===== src/rtl/menu_select_overlay.sv =====
// Menu screen overlay: draws a framed stack of N_ITEMS boxes, tracks a button-driven
// cursor, highlights the displayed selection (optionally blinking) and passes timing through 2 stages.
module menu_select_overlay #(
  parameter int          N_ITEMS      = 4,
  parameter int          H_ACTIVE     = 1024,
  parameter int          V_ACTIVE     = 768,
  parameter int          BOX_X0       = 362,
  parameter int          BOX_X1       = 674,
  parameter int          BOX_Y0       = 46,
  parameter int          BOX_H        = 100,
  parameter int          BOX_PITCH    = 192,
  parameter int          WRAP         = 1,
  parameter int          BLINK_FRAMES = 30,
  parameter logic [11:0] HL_RGB       = 12'hff0,
  parameter logic [11:0] BOX_RGB      = 12'h333,
  parameter logic [11:0] EDGE_RGB     = 12'hfff,
  localparam int         IW           = $clog2(N_ITEMS)
) (
  input  logic          pclk,
  input  logic          rst,
  input  logic [10:0]   hcount_in,
  input  logic [10:0]   vcount_in,
  input  logic          hsync_in,
  input  logic          vsync_in,
  input  logic          hblnk_in,
  input  logic          vblnk_in,
  input  logic          btn_up,
  input  logic          btn_down,
  input  logic          btn_enter,
  output logic [10:0]   hcount_out,
  output logic [10:0]   vcount_out,
  output logic          hsync_out,
  output logic          vsync_out,
  output logic          hblnk_out,
  output logic          vblnk_out,
  output logic [11:0]   rgb_out,
  output logic [IW-1:0] cursor_idx,
  output logic [IW-1:0] sel_idx,
  output logic          sel_strobe
);

  localparam logic [IW-1:0] LAST_IDX   = IW'(N_ITEMS - 1);
  localparam int            BW         = (BLINK_FRAMES > 1) ? $clog2(BLINK_FRAMES) : 1;
  localparam logic [BW-1:0] BLINK_LAST = BW'((BLINK_FRAMES > 0) ? BLINK_FRAMES - 1 : 0);
  localparam logic [10:0]   X0         = 11'(BOX_X0);
  localparam logic [10:0]   X1         = 11'(BOX_X1);
  localparam logic [10:0]   H_LAST     = 11'(H_ACTIVE - 1);
  localparam logic [10:0]   V_LAST     = 11'(V_ACTIVE - 1);

  logic [IW-1:0] r_cursor;
  logic [IW-1:0] r_disp_idx;
  logic [IW-1:0] r_sel_idx;
  logic          r_sel_strobe;
  logic          r_vsync_prev;
  logic          r_blink_off;
  logic [BW-1:0] r_blink_cnt;

  logic [IW-1:0] w_cursor_nxt;
  logic          w_frame_start;
  logic          w_phase_on;

  assign w_frame_start = vsync_in & ~r_vsync_prev;
  assign w_phase_on    = (BLINK_FRAMES == 0) || !r_blink_off;

  // NOTE: every output of a combinational block gets a default first so no latch is inferred.
  always_comb begin
    w_cursor_nxt = r_cursor;
    if (btn_up && !btn_down) begin
      if (r_cursor != '0)
        w_cursor_nxt = r_cursor - IW'(1);
      else if (WRAP != 0)
        w_cursor_nxt = LAST_IDX;
    end else if (btn_down && !btn_up) begin
      if (r_cursor != LAST_IDX)
        w_cursor_nxt = r_cursor + IW'(1);
      else if (WRAP != 0)
        w_cursor_nxt = '0;
    end
  end

  // NOTE: sequential state uses non-blocking assignments so every register samples pre-edge values.
  always_ff @(posedge pclk or posedge rst) begin
    if (rst) begin
      r_cursor     <= '0;
      r_disp_idx   <= '0;
      r_sel_idx    <= '0;
      r_sel_strobe <= 1'b0;
      r_vsync_prev <= 1'b0;
      r_blink_off  <= 1'b0;
      r_blink_cnt  <= '0;
    end else begin
      r_cursor     <= w_cursor_nxt;
      r_sel_strobe <= btn_enter;
      if (btn_enter)
        r_sel_idx <= r_cursor;
      r_vsync_prev <= vsync_in;
      // The displayed selection only changes between frames to avoid tearing.
      if (w_frame_start) begin
        r_disp_idx <= r_cursor;
        if (BLINK_FRAMES == 0) begin
          r_blink_cnt <= '0;
          r_blink_off <= 1'b0;
        end else if (r_blink_cnt == BLINK_LAST) begin
          r_blink_cnt <= '0;
          r_blink_off <= ~r_blink_off;
        end else begin
          r_blink_cnt <= r_blink_cnt + BW'(1);
        end
      end
    end
  end

  logic [N_ITEMS-1:0] w_box_hit;
  logic               w_in_x;

  assign w_in_x = (hcount_in >= X0) && (hcount_in <= X1);

  for (genvar k = 0; k < N_ITEMS; k++) begin : g_box
    localparam logic [10:0] TOP = 11'(BOX_Y0 + k * BOX_PITCH);
    localparam logic [10:0] BOT = 11'(BOX_Y0 + k * BOX_PITCH + BOX_H);
    logic w_in_y;
    assign w_in_y       = (vcount_in >= TOP) && (vcount_in <= BOT);
    assign w_box_hit[k] = (((vcount_in == TOP) || (vcount_in == BOT)) && w_in_x) ||
                          (((hcount_in == X0) || (hcount_in == X1)) && w_in_y);
  end

  logic [10:0] r_s1_hcount, r_s1_vcount;
  logic        r_s1_hsync, r_s1_vsync, r_s1_hblnk, r_s1_vblnk;
  logic        r_s1_blank, r_s1_edge, r_s1_sel_outline, r_s1_any_outline;

  always_ff @(posedge pclk or posedge rst) begin
    if (rst) begin
      r_s1_hcount      <= '0;
      r_s1_vcount      <= '0;
      r_s1_hsync       <= 1'b0;
      r_s1_vsync       <= 1'b0;
      r_s1_hblnk       <= 1'b0;
      r_s1_vblnk       <= 1'b0;
      r_s1_blank       <= 1'b0;
      r_s1_edge        <= 1'b0;
      r_s1_sel_outline <= 1'b0;
      r_s1_any_outline <= 1'b0;
    end else begin
      r_s1_hcount      <= hcount_in;
      r_s1_vcount      <= vcount_in;
      r_s1_hsync       <= hsync_in;
      r_s1_vsync       <= vsync_in;
      r_s1_hblnk       <= hblnk_in;
      r_s1_vblnk       <= vblnk_in;
      r_s1_blank       <= hblnk_in | vblnk_in;
      r_s1_edge        <= (hcount_in == '0) || (hcount_in == H_LAST) ||
                          (vcount_in == '0) || (vcount_in == V_LAST);
      // Blink phase is folded in here so stage 2 is a pure priority mux.
      r_s1_sel_outline <= w_box_hit[r_disp_idx] & w_phase_on;
      r_s1_any_outline <= |w_box_hit;
    end
  end

  logic [11:0] w_rgb;

  always_comb begin
    w_rgb = 12'h000;
    if (r_s1_blank)            w_rgb = BOX_RGB;
    else if (r_s1_edge)        w_rgb = EDGE_RGB;
    else if (r_s1_sel_outline) w_rgb = HL_RGB;
    else if (r_s1_any_outline) w_rgb = BOX_RGB;
  end

  logic [10:0] r_hcount_out, r_vcount_out;
  logic        r_hsync_out, r_vsync_out, r_hblnk_out, r_vblnk_out;
  logic [11:0] r_rgb_out;

  always_ff @(posedge pclk or posedge rst) begin
    if (rst) begin
      r_hcount_out <= '0;
      r_vcount_out <= '0;
      r_hsync_out  <= 1'b0;
      r_vsync_out  <= 1'b0;
      r_hblnk_out  <= 1'b0;
      r_vblnk_out  <= 1'b0;
      r_rgb_out    <= '0;
    end else begin
      r_hcount_out <= r_s1_hcount;
      r_vcount_out <= r_s1_vcount;
      r_hsync_out  <= r_s1_hsync;
      r_vsync_out  <= r_s1_vsync;
      r_hblnk_out  <= r_s1_hblnk;
      r_vblnk_out  <= r_s1_vblnk;
      r_rgb_out    <= w_rgb;
    end
  end

  assign hcount_out = r_hcount_out;
  assign vcount_out = r_vcount_out;
  assign hsync_out  = r_hsync_out;
  assign vsync_out  = r_vsync_out;
  assign hblnk_out  = r_hblnk_out;
  assign vblnk_out  = r_vblnk_out;
  assign rgb_out    = r_rgb_out;
  assign cursor_idx = r_cursor;
  assign sel_idx    = r_sel_idx;
  assign sel_strobe = r_sel_strobe;

endmodule


===== config.mk =====
export PLATFORM = sky130hd
export DESIGN_NAME = menu_select_overlay
export DESIGN_NICKNAME = d
export VERILOG_FILES = /design/src/rtl/menu_select_overlay.sv
export SDC_FILE = /design/constraint.sdc
export NUM_CORES = 1
export LEC_CHECK = 0
export ABC_AREA = 0
export BUFFER_PORTS_ARGS = -buffer_cell sky130_fd_sc_hd__buf_2
export CAP_MARGIN = 10
export CORE_MARGIN = 2
export CORE_UTILIZATION = 52
export DETAILED_ROUTE_END_ITERATION = 10
export GPL_TIMING_DRIVEN = 0
export PLACE_DENSITY = 0.79
export SKIP_LAST_GASP = 1
export SLEW_MARGIN = 20
export SYNTH_ARGS = -nofsm -noshare
export SYNTH_HDL_FRONTEND = slang
export SYNTH_SLANG_ARGS = --single-unit

===== constraint.sdc =====
create_clock -name pclk -period 2.65 [get_ports pclk]
set_input_delay 0.3975 -clock pclk [delete_from_list [all_inputs] [get_ports pclk]]
set_output_delay 0.3975 -clock pclk [all_outputs]
set_load 0.02 [all_outputs]

==> results.sh, run 1 <==
export IMPL_synth_seq_area_share=0.6418
export IMPL_whs_path_depth=1
export IMPL_synthArstFlopShare=1.000
export IMPL_dp_slack_ns=0.1171
export IMPL_cts_tree="yes"
export IMPL_grt_max_degree=56
export IMPL_pin_count=74
export IMPL_yosys_area_share_simple=0.1705
export IMPL_cap_violations=0
export IMPL_overflow=0
export IMPL_dpl_cell_area_um2=3329
export IMPL_synth_xor_area_share=0.009231
export IMPL_setup_slack_ns=0.4350
export IMPL_max_slew_margin_rel=0.6181
export IMPL_holdWs_ns=0.1827
export IMPL_syn_inst=235
export IMPL_worstPathArrival_ns=2.43
export IMPL_synth_fa_ha_area_frac=0.02198
export IMPL_skew_ns=0.004389
export IMPL_synth_compound_area_frac=0.1099
export IMPL_fmax_mhz=451.5
export IMPL_drive_above_1_share=0.3323
export IMPL_required_ns=2.86
export IMPL_synth_fp_nets=271
export IMPL_synth_top_family_by_area="simple AND/OR/NAND/NOR gates"
export IMPL_finalCriticalPeriod_ns=2.215
export IMPL_grt_pass1_vias=1915
export IMPL_htree_levels=3
export IMPL_startpoint_type="input port"
export IMPL_final_area_um2=3557
export IMPL_cts_sinks=73
export IMPL_fin_nets=357
export IMPL_synth_area_leaders="dfrtp_1 (64%), o21ai_0 (2.5%), ha_1 (2.2%)"
export IMPL_syn_to_final_growth_pct=24.97
export IMPL_die_w_um=77.99
export IMPL_synthMuxAreaShare=0.007912
export IMPL_tightest_slew_ns=0.5689
export IMPL_rsz0062_at_grt="false"
export IMPL_vias=2097
export IMPL_die_y_um=77.99
export IMPL_ant_nets=0
export IMPL_ys_flop_type="dfrtp_1"
export IMPL_maxSlewViolCount=0
export IMPL_port_buffers=73
export IMPL_yosysTopAreaCell="dfrtp_1"
export IMPL_fin_crit_sh=0.8358
export IMPL_critPathCaptureType="flop"
export IMPL_drc=0
export IMPL_ys_seq_elements=73
export IMPL_dp_hpwl_mm=3.950
export IMPL_netlist_area_um2=2846
export IMPL_ctsResizeCount=0
export IMPL_synth_enable_flop_cells=0
export IMPL_dieArea_um2=6082
export IMPL_root_buffer="clkbuf_8"
export IMPL_drt_iter0_drc=136
export IMPL_syn_avg_cell_area_um2=12.11
export IMPL_antenna_cells=0
export IMPL_grt_pass1_wl_mm=9.004
export IMPL_avgViaCountPerCell=5.309
export IMPL_drtPass1Iterations=4
export IMPL_wl_mm=5.393
export IMPL_antenna_found_initial=0
export IMPL_cp_max_fo=5
export IMPL_core_um2=5205
export IMPL_ir_worst_vdd_mv=0.5093
export IMPL_status="complete, no violations"
export IMPL_hold_viol_final=0
export IMPL_fin_tns_setup_ns=0
export IMPL_track_usage=0.1959
export IMPL_synthTopCellsByCount="dfrtp_1 (73), nand2_1 (15), nor2_1 (14), o21ai_0 (14), nand3_1 (9)"
export IMPL_cts_max_path_buffers=2
export IMPL_criticalPathCategory="input port to flop"
export IMPL_synth_most_common_cell="dfrtp_1"
export IMPL_initial_core_util=0.5469
export IMPL_rows=26
export IMPL_worst_hold_path_type="input port to flop"
export IMPL_powerDensity_nw_per_um2=773.2
export IMPL_finalSetupViolations=0
export IMPL_utilization=0.6834
export IMPL_p_leak_uw=0.001618
export IMPL_cts_buffers=9
export IMPL_clock_latency_ns=0.33
export IMPL_path_clk_slew_ns=0.07
export IMPL_wl_per_cell_um=13.65
export IMPL_rr_worst_depth=4
export IMPL_synth_warnings=0
export IMPL_yosysTopAreaCellShare=0.6418
export IMPL_synth_cell_types=52
export IMPL_gp_congestion=0.8638
-- worst max-delay path, cell delays in order --
cell and delay, ns:
buf_2 0.13, nor4_1 0.52, o21bai_2 0.10, a21o_2 0.22
a311oi_1 0.53, a41oi_1 0.19, o31ai_1 0.35
-- timing repair --
action                     4_1_cts  5_1_grt
buffers inserted                 0        0
hold buffers                     1        0
setup endpoints to repair        0        0
hold endpoints to repair        18        0
-- placed cells by master, fill, tap and decap left out, types with 2 or more instances in the layout --
master	n
nor2b_1	4
a41oi_1	2
buf_2	74
a21oi_1	5
nand4_1	4
mux2_2	2
nor3_1	8
o21ai_0	14
clkbuf_8	10
clkinvlp_4	2
dfrtp_1	73
ha_1	5
nor4_1	6
o211ai_1	2
clkbuf_1	4
nand2b_1	6
xnor2_1	2
inv_1	7
nand3b_1	2
buf_4	8
bufinv_16	2
nand4bb_1	3
a31oi_1	4
nand2_1	15
or4b_1	2
or3_1	2
o31ai_1	4
nor2_1	14
nand3_1	9
-- layer usage --
| metal | global-route usage | wire length [µm] | part of all wire |
|---|---|---|---|
| met1 | 0.2678 | 2422 | 0.45 |
| met2 | 0.2871 | 2530 | 0.47 |
| met3 | 0.05116 | 313 | 0.058 |
| met4 | 0.1070 | 126 | 0.023 |
| met5 | 0 | 0 | 0 |
-- cells by family after synthesis --
kind of cell,Yosys count
xor+xnor,3
buf+inv,21
compound gates,46
simple gates,85
mux,2
fa+ha+maj,5
flops,73
-- power breakdown --
group	internal (µW)	total [µW]	switching, µW	leakage, µW
Combinational	205	488	284	0.000647
Clock	548	922	374	0.000104
Sequential	1240	1340	99.2	0.000866
-- path summary, 6_finish.rpt --
kind	from	end	slack (ns)
worst min-delay path	hsync_in	r_s1_hsync$_DFF_PP0_	0.18
worst max register to register	r_blink_cnt[0]$_DFFE_PP0P_	r_blink_cnt[1]$_DFFE_PP0P_	1.29
worst max-delay path	hcount_in[1]	r_s1_sel_outline$_DFF_PP0_	0.44
max in group asynchronous	rst	r_blink_off$_DFFE_PP0P_	1.55
min in group asynchronous	rst	hsync_out$_DFF_PP0_	0.57
worst min register to register	r_s1_vcount[10]$_DFF_PP0_	vcount_out[10]$_DFF_PP0_	0.35
-- flip-flops by register name, summed over array words and instances (netlist names), 2 cells and up --
| signal | cells |
|---|---|
| hcount_out | 11 |
| r_s1_hcount | 11 |
| r_s1_vcount | 11 |
| vcount_out | 11 |
| r_blink_cnt | 5 |
| rgb_out | 4 |
| cursor_idx | 2 |
| r_disp_idx | 2 |
| sel_idx | 2 |
-- stage by stage --
step                      std cells  total power [µW]
final                           395              2750
after global routing            395              2904
after CTS                       395              2786
after detailed placement        379              1849
after global placement          378              1818
after floorplan                 235              1666
-- layout make-up --
class,instances,area [µm²]
Inverter,8,32.53
Buffer,13,80.08
Clock inverter,5,80.08
Clock buffer,10,137.6
Timing Repair Buffer,75,402.9
Sequential cell,73,1827
Fill cell,413,1648
Tap cell,70,87.58
Multi-Input combinational cell,141,909.6
No activity file was read; power rests on OpenSTA's default activity.
==> run 2, diff against run 1 <==
Settings changed: ABC_AREA 0 to 1, CORE_UTILIZATION 52 to 47, PLACE_DENSITY 0.79 to 0.75.
Clock period 2.65 ns to 1.92 ns, I/O delays scaled along.
==> results.sh, run 2 <==
export IMPL_status="complete, no violations"
export IMPL_synth_top_family_by_area="simple AND/OR/NAND/NOR gates"
export IMPL_wl_mm=5.622
export IMPL_netlist_area_um2=2963
export IMPL_fin_crit_sh=0.7018
export IMPL_overflow=0
export IMPL_die_y_um=83.40
export IMPL_setup_slack_ns=0.5726
export IMPL_synth_fa_ha_area_frac=0.02111
export IMPL_cts_setup_buffers=0
export IMPL_synth_cell_types=24
export IMPL_avgViaCountPerCell=4.699
export IMPL_synth_enable_flop_cells=0
export IMPL_synth_compound_area_frac=0.03632
export IMPL_synth_area_leaders="dfrtp_1 (62%), nand2_1 (8.7%), nand3_1 (5.7%)"
export IMPL_antenna_cells=0
export IMPL_yosysTopAreaCell="dfrtp_1"
export IMPL_met1_length_mm=2.612
export IMPL_powerDensity_nw_per_um2=983.4
export IMPL_yosysTopAreaCellShare=0.6166
export IMPL_min_from="hsync_in"
export IMPL_fin_nets=438
export IMPL_startpoint_type="flop"
export IMPL_synth_seq_area_share=0.6166
export IMPL_core_um2=5991
export IMPL_dieArea_um2=6955
export IMPL_critPathCaptureType="flop"
export IMPL_grt_max_degree=37
export IMPL_syn_avg_cell_area_um2=9.406
export IMPL_rows=28
export IMPL_track_usage=0.1748
export IMPL_final_cell_mix="dfrtp_1 (73), buf_2 (73), nand2_1 (69)"
export IMPL_crit_path_max_incr_delay_ns=0.39
export IMPL_antenna_found_initial=0
export IMPL_ir_worst_vdd_mv=0.7642
export IMPL_drc=0
export IMPL_ys_seq_elements=73
export IMPL_syn_inst=315
export IMPL_tightest_slew_ns=0.4496
export IMPL_slowest_stage="dfrtp_1"
export IMPL_synthMuxAreaShare=0
export IMPL_synth_fp_nets=351
export IMPL_syn_to_final_growth_pct=24.20
export IMPL_synth_xor_area_share=0.008868
export IMPL_yosys_area_share_simple=0.2373
export IMPL_gp_congestion=0.8778
export IMPL_drive_above_1_share=0.2727
export IMPL_rsz0062_at_grt="false"
export IMPL_cts_sinks=73
export IMPL_synthArstFlopShare=1.000
export IMPL_met3_length_um=364
export IMPL_dp_hpwl_mm=4.192
export IMPL_ant_nets=0
export IMPL_r2r_start="r_s1_vsync$_DFF_PP0_"
export IMPL_dp_slack_ns=0.4132
export IMPL_whs_path_depth=1
export IMPL_criticalPathCategory="flop to flop"
export IMPL_dpl_cell_area_um2=3473
export IMPL_rr_worst_depth=4
export IMPL_hold_viol_final=0
export IMPL_drtPass1Iterations=4
export IMPL_worst_hold_path_type="input port to flop"
export IMPL_maxSlewViolCount=0
export IMPL_pin_count=74
export IMPL_cap_violations=0
export IMPL_p_leak_uw=0.001956
export IMPL_path_cells="nor2_2 -> inv_1 -> nor2_1 -> xor2_1"
export IMPL_cp_max_fo=10
export IMPL_drt_iter0_drc=93
export IMPL_worstPathArrival_ns=1.61
export IMPL_ys_flop_type="dfrtp_1"
export IMPL_startpoint="r_s1_vsync$_DFF_PP0_"
export IMPL_maxUsedRoutingLayer="met4"
export IMPL_skew_ns=0.007274
export IMPL_synthTopCellsByCount="dfrtp_1 (73), nand2_1 (69), inv_1 (45)"
export IMPL_port_buffers=73
export IMPL_finalSetupViolations=0
export IMPL_final_area_um2=3680
export IMPL_cts_max_path_buffers=2
export IMPL_required_ns=2.18
export IMPL_cts_tree="yes"
export IMPL_root_buffer="clkbuf_8"
export IMPL_grt_pass1_wl_mm=9.639
export IMPL_fin_tns_setup_ns=0
export IMPL_fmax_mhz=742.2
export IMPL_cts_buffers=9
export IMPL_vias=2265
export IMPL_finalCriticalPeriod_ns=1.347
export IMPL_path_clk_slew_ns=0.08
export IMPL_htree_levels=3
export IMPL_max_slew_margin_rel=0.6997
export IMPL_clock_latency_ns=0.34
export IMPL_wl_per_cell_um=11.66
export IMPL_synth_warnings=0
export IMPL_synth_most_common_cell="dfrtp_1"
export IMPL_grt_pass1_vias=2153
export IMPL_route_met2_wl_mm=2.562
export IMPL_die_w_um=83.40
export IMPL_initial_core_util=0.4946
-- run 2: power breakdown --
| part | switching [µW] | leakage [µW] | internal [µW] |
|---|---|---|---|
| Sequential | 111 | 0.000863 | 1700 |
| Clock | 564 | 0.0000964 | 604 |
| Combinational | 397 | 0.000996 | 238 |
| Total | 1070 | 0.00196 | 2550 |
-- run 2: kinds of logic (layout without fill, tap and decap cells) --
family	Yosys count	after routing
flops	73	73
fa+ha+maj	5	5
buf+inv	55	147
compound gates	20	20
simple gates	159	159
xor+xnor	3	3
-- run 2: layer usage --
| layer | up-vias | track usage |
|---|---|---|
| li1 | 1154 | - |
| met1 | 1035 | 0.2320 |
| met2 | 70 | 0.2757 |
| met3 | 6 | 0.05268 |
| met4 | 0 | 0.05812 |
| met5 | - | 0 |
-- run 2: worst max-delay path, delay by kind of cell (launching register included) --
family | cells | cell delay, ns
xor+xnor | 1 | 0.17
simple gates | 2 | 0.56
flops | 1 | 0.39
buf+inv | 1 | 0.15
-- run 2: timing repair --
item	4_1_cts	5_1_grt
hold buffers	1	0
resized for setup	0	0
endpoints found under the hold margin	17	0
-- run 2: layout make-up --
type | instances | area (µm²)
fill | 521 | 2311
sequential | 73 | 1827
multi-input combinational | 187 | 899.6
timing repair buffer | 76 | 422.9
inverter | 47 | 180.2
clock buffer | 10 | 127.6
tap | 75 | 93.84
clock inverter | 6 | 68.82
buffer | 8 | 60.06
-- run 2: path summary, 6_finish.rpt --
kind,to,slack [ns]
setup / recovery,r_blink_off$_DFFE_PP0P_,0.57
hold / removal,r_s1_hsync$_DFF_PP0_,0.05
setup reg to reg,r_blink_off$_DFFE_PP0P_,0.57
hold reg to reg,vcount_out[9]$_DFF_PP0_,0.35
max in group asynchronous,r_s1_vcount[7]$_DFF_PP0_,0.90
min in group asynchronous,r_s1_hcount[5]$_DFF_PP0_,0.51
-- run 2: through the flow --
stage	total power (µW)	hold WS, ns	cells	util
after floorplan	2243	0.3194	315	-
after global routing	3835	0.03445	482	0.6142
after CTS	3663	0.02654	482	0.6142
after global placement	2441	0.3313	463	0.5718
final	3619	0.04662	482	0.6142
after detailed placement	2476	0.3330	465	0.5798
